File: src/rtl/bus_arbiter_if.sv
// Bus arbiter request/grant bundle.
//   Req      : per-master level-sensitive bus request (bit i = master i)
//   Grant    : per-master tri-state enable, one-hot or all-zero
//   Owner    : index of the current (or most recent) grant holder
//   Bus_Idle : high exactly when Grant is all-zero
//   Timeout  : one-cycle pulse when a grant is forcibly revoked
// slave modport is the arbiter side, master modport is the requester side.
interface bus_arbiter_if;
    logic [3:0] Req;
    logic [3:0] Grant;
    logic [1:0] Owner;
    logic       Bus_Idle;
    logic       Timeout;

    modport slave  (input Req, output Grant, output Owner, output Bus_Idle, output Timeout);
    modport master (output Req, input Grant, input Owner, input Bus_Idle, input Timeout);
endinterface

File: src/rtl/bus_arbiter.sv
// Four-master round-robin bus arbiter with per-grant hold limit.
//   GlobalClock : system clock, rising edge
//   Reset_n     : asynchronous active-low reset
//   bus         : bus_arbiter_if.slave (Req in; Grant, Owner, Bus_Idle, Timeout out)
// Parameter MaxHold (2..255): most consecutive cycles one master may own the bus.
//
// state | meaning
// IDLE  | no grant, arbitrate on any request
// GRANT | one master owns the bus, hold counter running
// TURN  | one all-zero turnaround cycle, then arbitrate as in IDLE
module bus_arbiter #(
    parameter int unsigned MaxHold = 16
) (
    input  logic           GlobalClock,
    input  logic           Reset_n,
    bus_arbiter_if.slave   bus
);

    typedef enum logic [1:0] {
        IDLE  = 2'd0,
        GRANT = 2'd1,
        TURN  = 2'd2
    } state_t;

    state_t     state_q, state_d;
    logic [3:0] grant_q, grant_d;
    logic [1:0] owner_q, owner_d;
    logic [1:0] ptr_q, ptr_d;
    logic [7:0] hold_q, hold_d;
    logic       timeout_q, timeout_d;

    logic [1:0] win;
    logic [1:0] idx;
    logic       found;

    // First requester at or above the pointer, wrapping 3 -> 0.
    always_comb begin
        win   = ptr_q;
        idx   = ptr_q;
        found = 1'b0;
        for (int i = 0; i < 4; i++) begin
            idx = ptr_q + 2'(i);
            if (!found && bus.Req[idx]) begin
                win   = idx;
                found = 1'b1;
            end
        end
    end

    always_ff @(posedge GlobalClock or negedge Reset_n) begin
        if (!Reset_n) begin
            state_q   <= IDLE;
            grant_q   <= 4'b0000;
            owner_q   <= 2'd0;
            ptr_q     <= 2'd0;
            hold_q    <= 8'd0;
            timeout_q <= 1'b0;
        end else begin
            state_q   <= state_d;
            grant_q   <= grant_d;
            owner_q   <= owner_d;
            ptr_q     <= ptr_d;
            hold_q    <= hold_d;
            timeout_q <= timeout_d;
        end
    end

    always_comb begin
        state_d   = state_q;
        grant_d   = grant_q;
        owner_d   = owner_q;
        ptr_d     = ptr_q;
        hold_d    = hold_q;
        timeout_d = 1'b0;
        case (state_q)
            IDLE, TURN: begin
                if (found) begin
                    state_d = GRANT;
                    grant_d = 4'b0001 << win;
                    owner_d = win;
                    ptr_d   = win + 2'd1;
                    hold_d  = 8'd1;
                end else begin
                    state_d = IDLE;
                    grant_d = 4'b0000;
                    hold_d  = 8'd0;
                end
            end
            GRANT: begin
                // Release wins over expiry, so a simultaneous drop gives no Timeout.
                if (!bus.Req[owner_q]) begin
                    state_d = TURN;
                    grant_d = 4'b0000;
                    hold_d  = 8'd0;
                end else if (hold_q == 8'(MaxHold)) begin
                    state_d   = TURN;
                    grant_d   = 4'b0000;
                    hold_d    = 8'd0;
                    timeout_d = 1'b1;
                end else begin
                    hold_d = hold_q + 8'd1;
                end
            end
            default: begin
                state_d = IDLE;
                grant_d = 4'b0000;
                hold_d  = 8'd0;
            end
        endcase
    end

    assign bus.Grant    = grant_q;
    assign bus.Owner    = owner_q;
    assign bus.Timeout  = timeout_q;
    assign bus.Bus_Idle = (grant_q == 4'b0000);

endmodule
File: src/flat_wrapper.sv
// flat-port wrapper written by rule: the top's interface ports become plain ports
module bus_arbiter_flat 
#(
    parameter int unsigned MaxHold = 16
)
  (GlobalClock, Reset_n, bus_Req, bus_Grant, bus_Owner, bus_Bus_Idle, bus_Timeout);
  bus_arbiter_if bus_i ();
  input  logic GlobalClock;
  input  logic Reset_n;
  input wire logic [$bits(bus_i.Req)-1:0] bus_Req;
  output wire logic [$bits(bus_i.Grant)-1:0] bus_Grant;
  output wire logic [$bits(bus_i.Owner)-1:0] bus_Owner;
  output wire logic [$bits(bus_i.Bus_Idle)-1:0] bus_Bus_Idle;
  output wire logic [$bits(bus_i.Timeout)-1:0] bus_Timeout;
  assign bus_i.Req = bus_Req;
  assign bus_Grant = bus_i.Grant;
  assign bus_Owner = bus_i.Owner;
  assign bus_Bus_Idle = bus_i.Bus_Idle;
  assign bus_Timeout = bus_i.Timeout;
  bus_arbiter #(.MaxHold(MaxHold)) u_core (.GlobalClock(GlobalClock), .Reset_n(Reset_n), .bus(bus_i));
endmodule
File: config.mk
export PLATFORM = sky130hd
export DESIGN_NAME = bus_arbiter_flat
export DESIGN_NICKNAME = d
export VERILOG_FILES = /design/src/rtl/bus_arbiter_if.sv /design/src/rtl/bus_arbiter.sv /design/src/flat_wrapper.sv
export SDC_FILE = /design/constraint.sdc
export NUM_CORES = 1
export LEC_CHECK = 0
export CORE_MARGIN = 2
export CORE_UTILIZATION = 50
export CTS_BUF_LIST = sky130_fd_sc_hd__clkbuf_2
export DETAILED_ROUTE_END_ITERATION = 8
export PLACE_DENSITY = 0.74
export SETUP_SLACK_MARGIN = 0.02
export SLEW_MARGIN = 40
export SYNTH_ARGS = -nofsm -noshare
export SYNTH_HDL_FRONTEND = slang
export SYNTH_SLANG_ARGS = --single-unit
File: constraint.sdc
create_clock -name GlobalClock -period 2.15 [get_ports GlobalClock]
set_clock_uncertainty 0.15 [all_clocks]
set_input_delay 0.43 -clock GlobalClock [delete_from_list [all_inputs] [get_ports GlobalClock]]
set_output_delay 0.43 -clock GlobalClock [all_outputs]
set_load 0.02 [all_outputs]
# Word level (Yosys, flattened, before mapping)
# Index checks and enable logic that the tools add are counted.
dict set report classes {
  n_eq_ne 4
  shift 1
  reduce_logical 10
  mux 32
  n_addsub 5
  order_cmp 5
}
# cell count
set op_table {}
lappend op_table {{two-way mux 8 bit} 2}
lappend op_table {{one-hot mux 8 bit (2 select lines)} 1}
lappend op_table {{less-than comparator 2 x 3 -> 1 bit (second input constant)} 5}
lappend op_table {{two-way mux 1 bit} 14}
lappend op_table {{two-way mux 4 bit} 3}
lappend op_table {{binary-select mux 1 bit (select 2 bit)} 5}
lappend op_table {{two-way mux 2 bit} 5}
lappend op_table {{adder 8 x 1 -> 8 bit (second input constant)} 1}
lappend op_table {{equality test 8 x 5 -> 1 bit (second input constant)} 1}
lappend op_table {{one-hot mux 4 bit (2 select lines)} 1}
lappend op_table {{adder 2 x 1 -> 2 bit (second input constant)} 2}
lappend op_table {{adder 2 bit (second input constant)} 2}
lappend op_table {{logical NOT 4 bit} 1}
lappend op_table {{one-hot mux 2 bit (2 select lines)} 1}
lappend op_table {{left shift 1 x 2 -> 4 bit (first input constant)} 1}
lappend op_table {{logical AND 1 bit} 3}
lappend op_table {{logical NOT 1 bit} 3}
lappend op_table {{!= test 3 bit (second input constant)} 1}
lappend op_table {{equality test 2 x 1 -> 1 bit (second input constant)} 1}
lappend op_table {{equality test 2 bit (second input constant)} 1}
lappend op_table {{logical NOT 2 bit} 1}
lappend op_table {{AND reduction 2 bit} 1}
lappend op_table {{OR reduction 2 bit} 1}
dict set report word_totals {
  in_bits 6
  ff_bits 19
}

# Longest topological paths before layout
dict set report logic_depth {
  word_depth 15
  mapped_depth 7
  mapped_depth_nobuf 6
}

# Least setup slack after synthesis
# Ideal clock, no wire load.
dict set report synth_timing {
  path_kind {register to output}
  from {register u_core.grant_q[1] (netlist: u_core.bus.Grant[1])}
  to {output port bus_Bus_Idle}
  stages_incl_launch_ff 2
  path_slack_ns 0.371
  t_arrival_ns 1.199
  n_path_buf 0
  cell_sequence {dfrtp_1 -> nor4_1}
}
dict set report synth_via {
  elab_chain_len 1
}
# item line
set synth_lines {}
lappend synth_lines {{start, declared} bus_arbiter.sv:26} ;# logic [3:0] grant_q, grant_d;
lappend synth_lines {{start signal, assigned} bus_arbiter.sv:60} ;# grant_q <= grant_d;
lappend synth_lines {{logical NOT 4 bit} bus_arbiter.sv:115} ;# assign bus.Bus_Idle = (grant_q == 4'b0000);
lappend synth_lines {{end, declared} flat_wrapper.sv:13} ;# output wire logic [$bits(bus_i.Bus_Idle)-1:0] bus_Bus_Idle;
# Every way passes these cells.

# Final worst setup path
dict set report layout_timing {
  from {register u_core.owner_q[0] (netlist: u_core.bus.Owner[0])}
  to {output port bus_Owner[0]}
}
# item line
set layout_rtl {}
lappend layout_rtl {{start, declared} bus_arbiter.sv:27} ;# logic [1:0] owner_q, owner_d;
lappend layout_rtl {{start signal, assigned} bus_arbiter.sv:61} ;# owner_q <= owner_d;
lappend layout_rtl {{end, declared} flat_wrapper.sv:12} ;# output wire logic [$bits(bus_i.Owner)-1:0] bus_Owner;
# No word-level cell between the ends.

==> out/metrics.cfg <==
[drt]
final_antenna_net_count=0
wl_per_cell_um=13.0
via_count=751
viasPerCell=5.29
drc_errors=0
dr.first_iter.drc_count=9
wirelength_mm=1.84
drt_pass1_iterations=4

[job]
drv_cap=0

[clock_tree]
cts.clk_slew.worst_paths_ns=0.17
cts_setup_buffers=0
clockBufferDepth=2
cts_tree=done
cts_buffers=3
worstSkewPairLatency_ns=0.31
cts.sinks=19
htree_levels=1
hold_buffers=0
root_buffer=clkbuf_2

[logic_synthesis]
yosys_warnings=0
mappedNetlistArea_um2=947
yosys.area_share.simple_pct=22.7
synth_xor_area_share_pct=5.55
yosys.area.top_type=dfrtp_1
avgSynthCellArea_um2=10.1
ys_ff_latch=19
synth_fp_nets=102
synth_compound_area_share_pct=12.3
synth_top_area_share_pct=50.2
synth_top_family_by_area=simple AND/OR/NAND/NOR gates
muxShareOfSynthArea_pct=3.96
synthAdderAreaFrac_pct=2.64
ys_seq_area_share_pct=50.2
synth_cell_types=36
synth_area_leaders=dfrtp_1 50%, nor2_1 4.8%, xor2_1 3.7%
synthCells=94

[critical_path]
crit_fanout=3
arrival_ns=1.38
slowest_delay_ns=0.63
cp_cell_sequence=clkdlybuf4s50_1
cp-end-kind=output port
cp-start-kind=flip-flop
cp_num_buf_inv=1
r2r_slack_ns=0.41
worst_path_max_delay_cell=clkdlybuf4s50_1
cp.required_ns=1.57
crit_family=buffers and inverters
worstSetupPathType=reg2out

[floorplan]
io_pins=14
row_count=15
die_h_um=47.5
core_um2=1750
start_util_pct=54.3
die_w_um=47.5
die-area_um2=2260

[sta]
finalSetupViolations=0
drv_slew=0
rsz0062_at_grt=no
tightestPinTransition_ns=0.435
period_needed_ns=1.96
max_freq_ghz=0.511
hold_viol_final=0
tns_ns=0
worst_slack_ns=0.195
maxSlewHeadroom_pct=71.0
fin_crit_sh_pct=91.0

[global_route]
grt_pass1_wl_mm=3.04
grt_use_total_pct=19.5
grt_remaining_overflow=0
antenna_found_initial=0
grt_max_degree=20
grt_pass1_vias=693

[layout]
layout-drive-gt1-share_pct=14.5
finalInstanceArea_um2=1180
fin_nets=126
fillers=144
multi_input_area_um2=447
area_delta_synth_final_pct=24.3
antenna_cells=0
final_cells=142
seqCellArea_um2=475

[place]
post-dp-hpwl_mm=1.41
port_buffers=13
place_congestion=0.905
dp.cells=138
placed_area_um2=1160
dp_slack_ns=-0.0741

[min_path]
hold_path.class=in2async

[pwr]
leakage_nw=0.528
power_density_nw_per_um2=1230
ir_worst_vdd_mv=0.837
total_power_mw=1.45

[status]
status=complete, no violations

-- metrics by stage --
step	hold slack (ns)	utilization, %
finish	0.271	67.5
floorplan	-0.0156	-
CTS	0.266	67.5
global route	0.282	67.5
detailed placement	0.347	66.4
global placement	0.340	66.4
-- final timing paths --
path                                      from                  end  depth (start not counted)
setup / recovery           u_core.bus.Owner[0]         bus_Owner[0]                          1
hold / removal                         Reset_n      u_core.ptr_q[1]                          2
setup reg to reg           u_core.bus.Owner[0]  u_core.bus.Grant[3]                          4
hold reg to reg               u_core.hold_q[0]     u_core.hold_q[0]                          1
max in group asynchronous              Reset_n     u_core.hold_q[4]                          2
min in group GlobalClock      u_core.hold_q[0]     u_core.hold_q[0]                          1
-- routing by layer --
| metal | share of wire (%) | vias up | track usage [%] |
|---|---|---|---|
| met5 | 0 | - | 0 |
| met2 | 48 | 10 | 31.9 |
| li1 | - | 374 | - |
| met4 | 1.1 | 0 | 6.67 |
| met1 | 47 | 362 | 24.6 |
| met3 | 3.4 | 5 | 5.66 |
-- report_power, final --
| group | switching [mW] | total (mW) | internal, mW |
|---|---|---|---|
| Combinational | 0.365 | 0.720 | 0.355 |
| Sequential | 0.107 | 0.573 | 0.466 |
| Clock | 0.105 | 0.155 | 0.0493 |
-- area by class of cell --
| cell class | count | share of cell area, % |
|---|---|---|
| clock buffers | 4 | 1.70 |
| inverters | 4 | 1.28 |
| multi-input cells | 69 | 37.9 |
| flip-flops and latches | 19 | 40.4 |
| well taps | 25 | 2.66 |
| repair buffers | 21 | 16.0 |
-- timing repair --
item,4_1_cts,5_1_grt
endpoints found under the hold margin,0,0
setup endpoints to repair,1,0
gates resized for setup,1,0
-- registers in the layout, indices dropped and copies added, names as in the netlist --
name	count
u_core.state_q	2
u_core.bus.Timeout	1
u_core.bus.Grant	4
u_core.hold_q	8
u_core.ptr_q	2
u_core.bus.Owner	2
-- Yosys cell counts, drive strengths merged --
master and n:
a22o 1, mux4 1, and2 1, a21oi 3, nand3b 1, or2b 1, nor4bb 1, o221ai 1
a21boi 1, a22oi 1, nor4 2, mux2 1, nand3 4, nor3 2, nor2 12, nand2 9
or2 2, xnor2 2, clkbuf 1, or3 1, inv 4, nor2b 1, a32o 1, dfrtp 19
nand2b 4, o21ai 4, o211ai 1, ha 2, a31oi 1, o31ai 1, buf 1, and3 2
xor2 4, o22ai 1
-- kinds of logic (layout without fill, tap and decap cells) --
family          count (synthesis)  count (layout)
simple gates                   43              43
xor+xnor                        6               6
buf+inv                         6              29
fa+ha+maj                       2               2
mux                             2               2
compound gates                 16              16
flops                          19              19
-- layout by cell type (no fill, tap or decap), drive strengths merged, types with 2 or more instances in the layout --
cell / instances
a21oi: 3
and3: 2
buf: 8
clkbuf: 4
clkdlybuf4s50: 12
dfrtp: 19
ha: 2
inv: 4
nand2: 9
nand2b: 4
nand3: 4
nor2: 12
nor3: 2
nor4: 2
o21ai: 4
or2: 2
xnor2: 2
xor2: 4
(Power assumes the default switching activity.)
